**config.mk**
```make
export PLATFORM = sky130hd
export DESIGN_NAME = sync_fifo_flags
export DESIGN_NICKNAME = d
export VERILOG_FILES = /design/src/rtl/sync_fifo_flags.sv
export SDC_FILE = /design/constraint.sdc
export NUM_CORES = 1
export LEC_CHECK = 0
export CAP_MARGIN = 20
export CORE_MARGIN = 3
export CORE_UTILIZATION = 57
export DETAILED_ROUTE_END_ITERATION = 10
export GPL_TIMING_DRIVEN = 1
export PLACE_DENSITY_LB_ADDON = 0.3
export RECOVER_POWER = 25
export SYNTH_ARGS = -nofsm -noshare
export SYNTH_HDL_FRONTEND = slang
export SYNTH_SLANG_ARGS = --single-unit
```
**constraint.sdc**
```tcl
create_clock -name clk -period 6.15 [get_ports clk]
set_input_delay 0.9225 -clock clk [delete_from_list [all_inputs] [get_ports clk]]
set_output_delay 0.9225 -clock clk [all_outputs]
set_load 0.02 [all_outputs]
```
**src/rtl/sync_fifo_flags.sv**
```systemverilog
// Single-clock FIFO with occupancy count, almost-full/almost-empty thresholds, sticky
// overflow/underflow flags, synchronous flush and optional first-word-fall-through read.
module sync_fifo_flags #(
  parameter int unsigned DW       = 8,
  parameter int unsigned DEPTH    = 4,
  parameter int unsigned AF_LEVEL = 3,
  parameter int unsigned AE_LEVEL = 1,
  parameter int unsigned FWFT     = 0,
  localparam int unsigned CW      = $clog2(DEPTH + 1)
) (
  input  logic          clk,
  input  logic          rst_n,
  input  logic          flush,
  input  logic          clr_err,
  input  logic          wen,
  input  logic [DW-1:0] data_in,
  input  logic          ren,
  output logic [DW-1:0] data_out,
  output logic          empty,
  output logic          full,
  output logic          almost_empty,
  output logic          almost_full,
  output logic [CW-1:0] count,
  output logic          overflow,
  output logic          underflow
);

  localparam int unsigned PW = (DEPTH > 1) ? $clog2(DEPTH) : 1;
  localparam logic [PW-1:0] PtrLast = PW'(DEPTH - 1);
  localparam logic [CW-1:0] DepthC  = CW'(DEPTH);
  localparam logic [CW-1:0] AfC     = CW'(AF_LEVEL);
  localparam logic [CW-1:0] AeC     = CW'(AE_LEVEL);

  logic [DW-1:0] mem [DEPTH];

  logic [PW-1:0] wr_ptr_q, wr_ptr_d;
  logic [PW-1:0] rd_ptr_q, rd_ptr_d;
  logic [CW-1:0] count_q, count_d;
  logic          overflow_q, overflow_d;
  logic          underflow_q, underflow_d;
  logic          wr_acc, rd_acc;
  logic          wr_rej, rd_rej;

  // Flags come straight from the count register so they are valid in the same cycle.
  assign empty        = (count_q == '0);
  assign full         = (count_q == DepthC);
  assign almost_empty = (count_q <= AeC);
  assign almost_full  = (count_q >= AfC);
  assign count        = count_q;
  assign overflow     = overflow_q;
  assign underflow    = underflow_q;

  // Flush suppresses both accepts and error detection for its cycle.
  assign wr_acc = ~flush & wen & (~full | ren);
  assign rd_acc = ~flush & ren & ~empty;
  assign wr_rej = ~flush & wen & full & ~ren;
  assign rd_rej = ~flush & ren & empty;

  always_comb begin
    wr_ptr_d = wr_ptr_q;
    rd_ptr_d = rd_ptr_q;
    count_d  = count_q;
    if (flush) begin
      wr_ptr_d = '0;
      rd_ptr_d = '0;
      count_d  = '0;
    end else begin
      if (wr_acc) begin
        wr_ptr_d = (wr_ptr_q == PtrLast) ? '0 : wr_ptr_q + PW'(1);
      end
      if (rd_acc) begin
        rd_ptr_d = (rd_ptr_q == PtrLast) ? '0 : rd_ptr_q + PW'(1);
      end
      if (wr_acc && !rd_acc) begin
        count_d = count_q + CW'(1);
      end else if (!wr_acc && rd_acc) begin
        count_d = count_q - CW'(1);
      end
    end
  end

  // A new error in the same cycle as clr_err leaves the flag set.
  always_comb begin
    overflow_d  = overflow_q;
    underflow_d = underflow_q;
    if (clr_err) begin
      overflow_d  = 1'b0;
      underflow_d = 1'b0;
    end
    if (wr_rej) begin
      overflow_d = 1'b1;
    end
    if (rd_rej) begin
      underflow_d = 1'b1;
    end
  end

  always_ff @(posedge clk) begin
    if (!rst_n) begin
      wr_ptr_q    <= '0;
      rd_ptr_q    <= '0;
      count_q     <= '0;
      overflow_q  <= 1'b0;
      underflow_q <= 1'b0;
    end else begin
      wr_ptr_q    <= wr_ptr_d;
      rd_ptr_q    <= rd_ptr_d;
      count_q     <= count_d;
      overflow_q  <= overflow_d;
      underflow_q <= underflow_d;
    end
  end

  // Storage is deliberately left out of reset.
  always_ff @(posedge clk) begin
    if (rst_n && wr_acc) begin
      mem[wr_ptr_q] <= data_in;
    end
  end

  if (FWFT != 0) begin : g_fwft
    assign data_out = empty ? '0 : mem[rd_ptr_q];
  end else begin : g_reg
    logic [DW-1:0] data_q;

    always_ff @(posedge clk) begin
      if (!rst_n) begin
        data_q <= '0;
      end else if (rd_acc) begin
        data_q <= mem[rd_ptr_q];
      end
    end

    assign data_out = data_q;
  end

endmodule

```
==> impl_results.md, run 1 <==
* Total GRT Usage at 19.6%
* Max_cap viols at 0
* CP max FO at 7
* Largest family of logic cells by synthesized area: simple AND/OR/NAND/NOR gates
* Worst reg2reg endpoint: count[1]$_SDFFE_PP0P_
* Core ar. at 0.00342 mm^2
* Sequential area share after synthesis at between 60% and 70%
* Switching Share at about a quarter
* Critical path required time at 5.23 ns
* Worst slew pin tran at between 0.5 and 0.6 ns
* Final Hold Viols at 0
* Headroom to the max-slew limit at between 60% and 70%
* Post-Synth XOR/XNOR Area at 0.848%
* Area Overhead vs Synth at 18.8%
* Post-synthesis simple-gate area fraction at approximately a tenth
* Min Tclk post-route at between 3 and 4 ns
* Fin cells at 222
* Max Clock Freq at 0.322 GHz
* Warnings from Yosys at 0
* Iter 0 DRT Violations at 74
* Largest net degree at the start of global routing at 17
* Setup slack at placement at about 3.1 ns
* Leakage at about 0.82 nW
* CP Cell Sequence: inv_1, ha_1, nor2b_1, clkdlybuf4s50_1
* Die height at approximately 66 um
* DRC Markers at 0
* H-tree level count at 2
* Placed insts at 214
* Synth Area in Adders at 6.66%
* Endpoints failing setup at 0
* Syn_area_per_cell at roughly 14 um^2
* FP Rows at 21
* Crit path largest cell delay at 0.69 ns
* # resized after CTS at 0
* Global-route wire length before repair at 6200 um
* PortBufs at 30
* Number of nets in the layout at 200
* Routability cong. at 0.726
* Clock skew at 0.00895 ns
* Per-cell routed wire length at 16.9 um
* Layout cells sized above 1 at between 9 and 10%
* Synth Register Bits at 49
* Antenna-violating nets left at 0
* Ant diodes at 0
* Die area at 0.00438 mm^2
* Setup TNS at 0 ns
* Vias in the first global route at 1,252
* Hold Path Depth at 2
* Multiplexer area fraction after synthesis at 9.21%
* Status: finished clean
* Top Ports at 31
* Pre-antenna DRT Iters at 4
* Post-Route WL at 3750 um
* Total gr overflow at 0
* CTS tree: done
* DR vias at 1,236
* Switching power at 0.000133 W
* Worst path slowest cell: clkdlybuf4s50_1
* FF-to-FF path depth at 8
* Arrival time worst endpoint at roughly 2.2 ns
* Initial antenna violation count at 0
* Clock power share at 26.2%
* Maximum VDD drop at 0.196 mV
* Gate power share at 9.8%
* Startpoint Class: flop
* Post-CTS setup buffer count at 0
* Synth Area in Compound Gates at between 7 and 8%
* Vias per inst at 5.57
* HP Class: reg2reg
* Cell-internal power at ~0.00043 W
* Flop-to-flop setup slack at about 3.8 ns
* Post-CTS Hold Fix Bufs at 0
* Mapped cell area at between 0.002 and 0.0025 mm^2
* Buffer depth of the longest clock path at 2
* Pwr per Cell Area at 228 mW/mm^2
* Width of the die at 66.2 um
* Tcrit/Tclk final at between 50% and 60%
* Crit Path Category: reg2out
* Synth unique cells at 29
* Type of destination of the critical path: output pin
* Estimated wirelength of the detail-placed design at 2880 um
* Worst-path clk slew at 0.14 ns
* Synthesized instance count at between 100 and 150
* Hold_sp: data_out[7]$_SDFFE_PN0P_
* Insertion delay to the later sink of the worst-skew pair at 0.36 ns
* Slew Viols, Final at 0
* Starting density of the core at 60.5%
* Mapped Nets at 170
* Sequential Power Share at between 60% and 70%
* Hold-critical path endpoint: data_out[7]$_SDFFE_PN0P_
* CTS sink count at 49
* Final WS setup at 3.04 ns
* Unrepaired setup endpoints after global routing: false
* Root Driver: clkbuf_4
* CTS Buf Count at 5
* Worst r2r src: count[0]$_SDFFE_PP0P_
[synthesized netlist by cell type, drive strengths merged]
master | count | area, um^2
a21boi | 1 | 7.51
a21oi | 6 | 30.0
and2 | 5 | 31.3
and3b | 1 | 8.76
buf | 3 | 13.8
clkbuf | 4 | 16.3
dfxtp | 17 | 340
edfxtp | 32 | 961
ha | 11 | 138
inv | 8 | 30.0
mux2i | 1 | 10.0
mux4 | 8 | 180
nand2 | 8 | 30.0
nand2b | 4 | 25.0
nand3b | 1 | 7.51
nor2 | 8 | 30.0
nor2b | 2 | 12.5
nor3b | 3 | 27.5
o21ai | 6 | 30.0
o21bai | 1 | 7.51
o2bb2ai | 8 | 70.1
o32ai | 1 | 8.76
or3b | 2 | 17.5
or4 | 2 | 15.0
xnor2 | 1 | 8.76
xor2 | 1 | 8.76
[worst max path at each step]
stage | start | cells past startpoint | end | slack [ns]
after floorplan | flush | 7 | count[2]$_SDFFE_PP0P_ | 3.84
after global placement | rst_n | 4 | mem[0][2]$_DFFE_PP_ | 3.22
after detailed placement | flush | 7 | count[1]$_SDFFE_PP0P_ | 3.07
after CTS | count[0]$_SDFFE_PP0P_ | 4 | empty | 3.04
after global routing | count[1]$_SDFFE_PP0P_ | 4 | empty | 2.89
final | count[0]$_SDFFE_PP0P_ | 4 | empty | 3.04
[logic make-up (layout without fill, tap and decap cells)]
family	after synthesis	after routing
flops	49	49
xor+xnor	2	2
fa+ha+maj	11	11
compound gates	23	23
simple gates	36	36
buf+inv	15	46
mux	9	9
[metrics by stage]
| step | power (W) | area [um^2] | hold WS [ns] | util [%] |
|---|---|---|---|---|
| floorplan | 0.000395 | 2070 | 0.487 | - |
| global placement | 0.000419 | 2390 | 0.454 | 70.1 |
| detailed placement | 0.000422 | 2390 | 0.458 | 70.1 |
| CTS | 0.000566 | 2450 | 0.476 | 71.8 |
| global route | 0.000587 | 2450 | 0.499 | 71.8 |
| finish | 0.000560 | 2450 | 0.472 | 71.8 |
[area by class of cell]
cell class	count	area, um^2
Inverter	8	30.0
Sequential cell	49	1300
Multi-Input combinational cell	81	704
Tap cell	46	57.6
Fill cell	236	962
Clock inverter	3	22.5
Timing Repair Buffer	30	300
Clock buffer	5	37.5
[cell usage in the layout (no fill, tap or decap), types with 6 or more instances in the layout]
master           count
edfxtp_1            32
clkdlybuf4s50_1     24
dfxtp_1             17
ha_1                11
nor2_1               8
inv_1                8
mux4_2               8
nand2_1              8
o2bb2ai_1            8
o21ai_0              6
a21oi_1              6
dlygate4sd3_1        6
[power groups by stage]
stage | sequential, W | combinational [W] | clock [W]
detailed placement | 0.000366 | 0.0000555 | 0
global placement | 0.000366 | 0.0000529 | 0
floorplan | 0.000369 | 0.0000268 | 0
global route | 0.000360 | 0.0000594 | 0.000168
CTS | 0.000359 | 0.0000557 | 0.000151
finish | 0.000359 | 0.0000547 | 0.000147
[sequential cells by signal, indices dropped and copies added, names as in the netlist]
| signal | cells |
|---|---|
| rd_ptr_q | 2 |
| overflow | 1 |
| wr_ptr_q | 2 |
| underflow | 1 |
| data_out | 8 |
| count | 3 |
| mem | 32 |
[critical path, delay by kind of cell, from the launching register on]
kind,cells,cell delay [ns]
buffers and inverters,2,0.83
and+or+nand+nor,1,0.40
DFF,1,0.39
adders and majority gates,1,0.19
[layer usage]
metal / part of all wire (%) / track usage (%) / wire [um] / vias up
li1: - / - / - / 594
met1: 45 / 26.5 / 1680 / 591
met3: 5.5 / 5.10 / 206 / 4
met4: 0.40 / 5.33 / 15 / 0
met2: 49 / 31.5 / 1850 / 47
met5: 0 / 0 / 0 / -
No activity file was read; power rests on OpenSTA's default activity.
==> run 2: changes to the inputs <==
Settings changed: CORE_UTILIZATION 57 to 48.
Clock period 6.15 ns to 2.75 ns, I/O delays scaled along.
==> run 2 against run 1 <==
Compared with the run above: critical path depth unchanged; first-iteration DRC count decreased by 39%; largest power group unchanged; critical endpoint unchanged; critical path type unchanged; clock-buffer cell count unchanged; cell area increased by 2.3%; core utilization decreased by 10 points.
==> impl_results.md, run 2 (synthesis results as in run 1) <==
* Total gr overflow at 0 (unchanged)
* Vias in the first global route at 1,225 (-2.2%)
* Worst-path clk slew at 0.09 ns (-0.05 ns)
* Number of nets in the layout at 203 (+1.5%)
* HP Class: reg2reg
* Routability cong. at 0.797 (+9.9%)
* Die height at 71.6 um (+8.2%)
* CTS tree: done
* PortBufs at 30 (unchanged)
* Antenna-violating nets left at 0 (unchanged)
* Met2 wire len at 2070 um (+12%)
* CTS sink count at 49 (unchanged)
* Min Hold Slack at 0.469 ns (-0.00381 ns)
* Pre-antenna DRT Iters at 4 (unchanged)
* Endpoints failing setup at 0 (unchanged)
* Post-CTS Hold Fix Bufs at 0 (unchanged)
* Max_cap viols at 0 (unchanged)
* Worst r2r src: count[0]$_SDFFE_PP0P_
* Per-cell routed wire length at 17.5 um (+3.5%)
* Initial antenna violation count at 0 (unchanged)
* Slew Viols, Final at 0 (unchanged)
* Hold Path Depth at 2 (unchanged)
* CTS Buf Count at 5 (unchanged)
* FF-to-FF path depth at 5 (-3)
* Estimated wirelength of the detail-placed design at 2750 um (-4.4%)
* Tcrit/Tclk final at slightly above 90%
* Top Ports at 31 (unchanged)
* Max Used Layer: met4
* Setup TNS at 0 ns (unchanged)
* Gate power share at 9.2% (-0.6 points)
* Switching power at 0.000318 W (+140%)
* FP Rows at 23 (+9.5%)
* Root Driver: clkbuf_8
* Clock skew at 0.0149 ns (+0.00599 ns)
* Cell-internal power at 0.00104 W (+140%)
* Most common cell after layout, fill and taps aside: edfxtp_1
* Flop-to-flop setup slack at 0.49 ns (-3.26 ns)
* Critical path required time at 2.34 ns (-2.89 ns)
* Status: finished clean
* Post-CTS setup buffer count at 0 (unchanged)
* Sequential Power Share at 59.3% (-4.7 points)
* Largest net degree at the start of global routing at 17 (unchanged)
* Startpoint Class: flop
* H-tree level count at 2 (unchanged)
* Die area at 0.00513 mm^2 (+17%)
* Worst setup path endpoint: empty
* Worst slew pin tran at 0.668 ns (+0.0937 ns)
* Ant diodes at 0 (unchanged)
* Worst reg2reg endpoint: mem[3][7]$_DFFE_PP_
* Post-Route WL at 4000 um (+6.7%)
* Most flops, register: mem
* Final Hold Viols at 0 (unchanged)
* Origin of the worst setup path: count[1]$_SDFFE_PP0P_
* Layout cells sized above 1 at 11.2% (+1.5 points)
* Final core utilization at 61.5% (-10 points)
* Max reg flops at 32 (unchanged)
* Unrepaired setup endpoints after global routing: false
* Iter 0 DRT Violations at 45 (-39%)
* Total GRT Usage at 16.7% (-2.9 points)
* Width of the die at 71.6 um (+8.2%)
* CP max FO at 7 (unchanged)
* Commonest non-fill, non-tap cells in the layout: 32 x edfxtp_1, 23 x clkdlybuf4s50_1, 17 x dfxtp_1, 11 x ha_1
* Min Tclk post-route at 2.53 ns
* Starting density of the core at 50.6% (-9.9 points)
* Clock power share at 31.5% (+5.3 points)
* Max Clock Freq at roughly 0.40 GHz
* Leakage at 0.848 nW (+3.0%)
* Area Overhead vs Synth at 21.6%
* Vias per inst at 5.47 (-1.7%)
* Fill cell count at 307 (+30%)
* Type of destination of the critical path: output pin
* Tot Pwr at 0.00135 W (+140%)
* Met1 WL at 1640 um (-2.7%)
* Core ar. at 0.00409 mm^2 (+20%)
* # resized after CTS at 0 (unchanged)
* Hold_sp: data_out[7]$_SDFFE_PN0P_
* Buffer depth of the longest clock path at 2 (unchanged)
* DRC Markers at 0 (unchanged)
* Arrival time worst endpoint at 2.11 ns (-0.07 ns)
* Maximum VDD drop at 0.363 mV (+85%)
* DR vias at 1,253 (+1.4%)
* Headroom to the max-slew limit at 55.4% (-6.2 points)
* Global-route wire length before repair at 6240 um (+0.66%)
* Met3 WL at 212 um (+2.9%)
* Crit Path Category: reg2out
* Pwr per Cell Area at 539 mW/mm^2 (+140%)
* Switching Share at 23.5% (-0.33 points)
* Insertion delay to the later sink of the worst-skew pair at 0.32 ns (-0.04 ns)
## run 2: changes by cell type in the layout (fill, tap and decap cells not counted), sizes merged
cell           change
buf                +3
clkdlybuf4s50      -1
clkinv             -2
clkinvlp           +1
inv                +1
dlygate4sd3        +1
## run 2: worst min path at each step
stage,end,slack (ns)
finish,data_out[7]$_SDFFE_PN0P_,0.47
global route,data_out[6]$_SDFFE_PN0P_,0.50
CTS,data_out[6]$_SDFFE_PN0P_,0.47
detailed placement,data_out[7]$_SDFFE_PN0P_,0.46
global placement,data_out[0]$_SDFFE_PN0P_,0.45
floorplan,wr_ptr_q[1]$_SDFFE_PP0N_,0.49
## run 2: layout make-up
class	instances	area, um^2	area share (%)
clock buffer	5	68.8	2.74
multi-input combinational	81	704	28.1
tap	50	62.6	2.49
clock inverter	3	21.3	0.847
timing repair buffer	33	323	12.9
inverter	8	30.0	1.20
sequential	49	1300	51.8
## run 2: per-stage QoR
step	setup slack, ns	std cells	cell area, um^2
after floorplan	0.451	145	2070
after global placement	0.516	221	2420
after detailed placement	0.404	221	2420
after CTS	0.230	229	2510
after global routing	0.115	229	2510
final	0.224	229	2510
## run 2: power groups by stage
stage | sequential (W) | clock [W] | combinational [W]
after floorplan | 0.000824 | 0 | 0.0000600
after global placement | 0.000818 | 0 | 0.000124
after detailed placement | 0.000820 | 0 | 0.000127
after CTS | 0.000803 | 0.000434 | 0.000128
after global routing | 0.000805 | 0.000464 | 0.000136
final | 0.000803 | 0.000426 | 0.000125
## run 2: metal layers
metal | up-vias | global-route usage [%]
li1 | 599 | -
met1 | 603 | 19.5
met2 | 44 | 29.2
met3 | 7 | 4.77
met4 | 0 | 6.26
met5 | - | 0
## run 2: critical path, cell delays in order, from the launching register on
cell and delay (ns):
dfxtp_1 0.35, inv_1 0.14, ha_1 0.21, nor2b_1 0.41
clkdlybuf4s50_1 0.69
==> run 3: changes to the inputs <==
Settings changed: SETUP_SLACK_MARGIN set to 0.15.
==> run 3 against run 2 <==
Compared with the run above: clock power hardly changed; final cell count stayed put; sequential power hardly changed; combinational power hardly changed; via count is 0.16% lower; clock skew hardly changed; die area stayed put; first-iteration DRC count is 4.4% lower; non-clock buffer count stayed put; sequential cell count stayed put; critical endpoint unchanged.
==> impl_results.md, run 3 (synthesis results as in run 1) <==
* Status: finished clean
* CP delay by family, top: buffers and inverters
* Worst-path clk slew at 0.09 ns (about the same)
* Worst slew pin tran at 0.671 ns (+0.00308 ns)
* Vias per inst at 5.46 (-0.16%)
* Per-cell routed wire length at 17.5 um (+0.32%)
* Core ar. at 0.00409 mm^2 (unchanged)
* FP Rows at 23 (unchanged)
* Antenna-violating nets left at 0 (unchanged)
* Cell-internal power at 0.00104 W (about the same)
* DR vias at 1,251 (-0.16%)
* Post-CTS setup buffer count at 0 (unchanged)
* Headroom to the max-slew limit at 55.2% (-0.21 points)
* H-tree level count at 2 (unchanged)
* Max reg flops at 32 (unchanged)
* Tcrit/Tclk final at 86.1% (-5.8 points)
* Setup TNS at 0 ns (unchanged)
* Ant diodes at 0 (unchanged)
* Max_cap viols at 0 (unchanged)
* Final Hold Viols at 0 (unchanged)
* DP Area at 0.00242 mm^2 (unchanged)
* Width of the die at 71.6 um (unchanged)
* Global-route wire length before repair at 6240 um (unchanged)
* Slew Viols, Final at 0 (unchanged)
* Flop-to-flop setup slack at 0.49 ns (about the same)
* CTS Buf Count at 5 (unchanged)
* Iter 0 DRT Violations at 43 (-4.4%)
* Worst r2r src: count[0]$_SDFFE_PP0P_
* Hold Path Depth at 2 (unchanged)
* DRC Markers at 0 (unchanged)
* Insertion delay to the later sink of the worst-skew pair at 0.32 ns (about the same)
* Post-Route WL at 4020 um (+0.32%)
* Worst Path Buf+Inv at 2 (unchanged)
* CTS sink count at 49 (unchanged)
* Worst path slowest cell: clkdlybuf4s50_1
* Area Overhead vs Synth at 21.7% (about the same)
* Layout cells sized above 1 at 11.7% (+0.56 points)
* Root Driver: clkbuf_8
* Total GRT Usage at 16.7% (unchanged)
* Maximum VDD drop at 0.363 mV (about the same)
* Type of destination of the critical path: output pin
* Min Hold Slack at 0.468 ns (-0.000195 ns)
* Post-CTS Hold Fix Bufs at 0 (unchanged)
* Reg area at 0.00130 mm^2 (unchanged)
* Starting density of the core at 50.6% (unchanged)
* Vias in the first global route at 1,225 (unchanged)
* Largest net degree at the start of global routing at 17 (unchanged)
* Gate power share at 9.2% (about the same)
* Arrival time worst endpoint at 1.95 ns (-0.16 ns)
* Clock skew at 0.0149 ns (-0.0000606 ns)
* Number of nets in the layout at 203 (unchanged)
* Routability cong. at 0.797 (unchanged)
* Unrepaired setup endpoints after global routing: false
* Worst reg2reg endpoint: mem[3][7]$_DFFE_PP_
* Area taken by multi-input logic gates at 707 um^2 (+0.36%)
* CP Cell Sequence: inv_1, ha_1, nor2b_2, clkdlybuf4s50_1
* Switching power at 0.000318 W (+0.24%)
* Fin cells at 229 (unchanged)
* Crit path largest cell delay at 0.66 ns (-0.03 ns)
* Commonest non-fill, non-tap cells in the layout: 32 x edfxtp_1, 23 x clkdlybuf4s50_1, 17 x dfxtp_1, 11 x ha_1
* Pwr per Cell Area at 539 mW/mm^2 (about the same)
* Clock power share at 31.5% (about the same)
* HP Class: reg2reg
* Leakage at 0.850 nW (+0.24%)
* Estimated wirelength of the detail-placed design at 2750 um (unchanged)
* Pre-antenna DRT Iters at 4 (unchanged)
* Die height at 71.6 um (unchanged)
* Min Tclk post-route at 2.37 ns (-0.159 ns)
* Critical path required time at 2.34 ns (about the same)
* Most flops, register: mem
* PortBufs at 30 (unchanged)
* Switching Share at 23.5% (+0.034 points)
* Max Clock Freq at 0.423 GHz (+6.7%)
* Placed insts at 221 (unchanged)
* Startpoint Class: flop
* Post-route design area at 0.00251 mm^2 (about the same)
* Hold-critical path endpoint: data_out[7]$_SDFFE_PN0P_
* Hold_sp: data_out[7]$_SDFFE_PN0P_
* Fill cell count at 306 (-0.33%)
* CTS tree: done
* Most common cell after layout, fill and taps aside: edfxtp_1
* Sequential Power Share at 59.3% (about the same)
* Crit Path Category: reg2out
* Initial antenna violation count at 0 (unchanged)
* Die area at 0.00513 mm^2 (unchanged)
* # resized after CTS at 0 (unchanged)
* FF-to-FF path depth at 5 (unchanged)
* Endpoints failing setup at 0 (unchanged)
* Top Ports at 31 (unchanged)
* CP max FO at 7 (unchanged)
* Total gr overflow at 0 (unchanged)
* Buffer depth of the longest clock path at 2 (unchanged)
## run 3: cell counts in the layout (fill, tap and decap cells not counted)
No cell type changed its count.
## run 3: power groups by stage
stage	Sequential (W)	Combinational, W	Clock, W
3_5_place_dp	0.000820	0.000127	0
5_1_grt	0.000805	0.000136	0.000464
6_report	0.000803	0.000125	0.000427
4_1_cts	0.000803	0.000128	0.000434
3_3_place_gp	0.000818	0.000124	0
2_1_floorplan	0.000824	0.0000600	0
## run 3: worst max-delay path by stage
stage                                startpoint                    end  slack (ns)  cells past startpoint
after global routing      count[1]$_SDFFE_PP0P_                  empty        0.27                      4
after floorplan           count[0]$_SDFFE_PP0P_  count[2]$_SDFFE_PP0P_        0.45                      9
after CTS                 count[1]$_SDFFE_PP0P_                  empty        0.23                      4
after global placement                      ren    mem[3][2]$_DFFE_PP_        0.52                      4
after detailed placement                    ren    mem[3][1]$_DFFE_PP_        0.40                      4
final                     count[1]$_SDFFE_PP0P_                  empty        0.38                      4
## run 3: final cells by class
type | instances | area share [%]
repair buffers | 33 | 12.8
multi-input cells | 81 | 28.1
clock buffers | 5 | 2.74
flip-flops and latches | 49 | 51.8
inverters | 8 | 1.19
clock inverters | 3 | 0.846
well taps | 50 | 2.49
## run 3: metrics by stage
step	setup slack (ns)	utilization [%]	power, W
4_1_cts	0.230	61.5	0.00136
5_1_grt	0.270	61.5	0.00141
3_3_place_gp	0.516	59.2	0.000942
2_1_floorplan	0.451	-	0.000884
6_report	0.383	61.5	0.00135
3_5_place_dp	0.404	59.2	0.000946
## run 3: worst register-to-register path, stage by stage, from the launching register on
cell     delay, ns
dfxtp_1       0.43
inv_1         0.11
ha_1          0.24
and3b_1       0.25
nor3b_1       0.42
and2_1        0.46
## run 3: per-layer routing
metal,share of wire [%],global-route usage (%),vias to the layer above
met5,0,0,-
met1,41,19.5,602
met2,52,29.2,42
met3,4.9,4.77,7
met4,2.1,6.26,0
li1,-,-,600
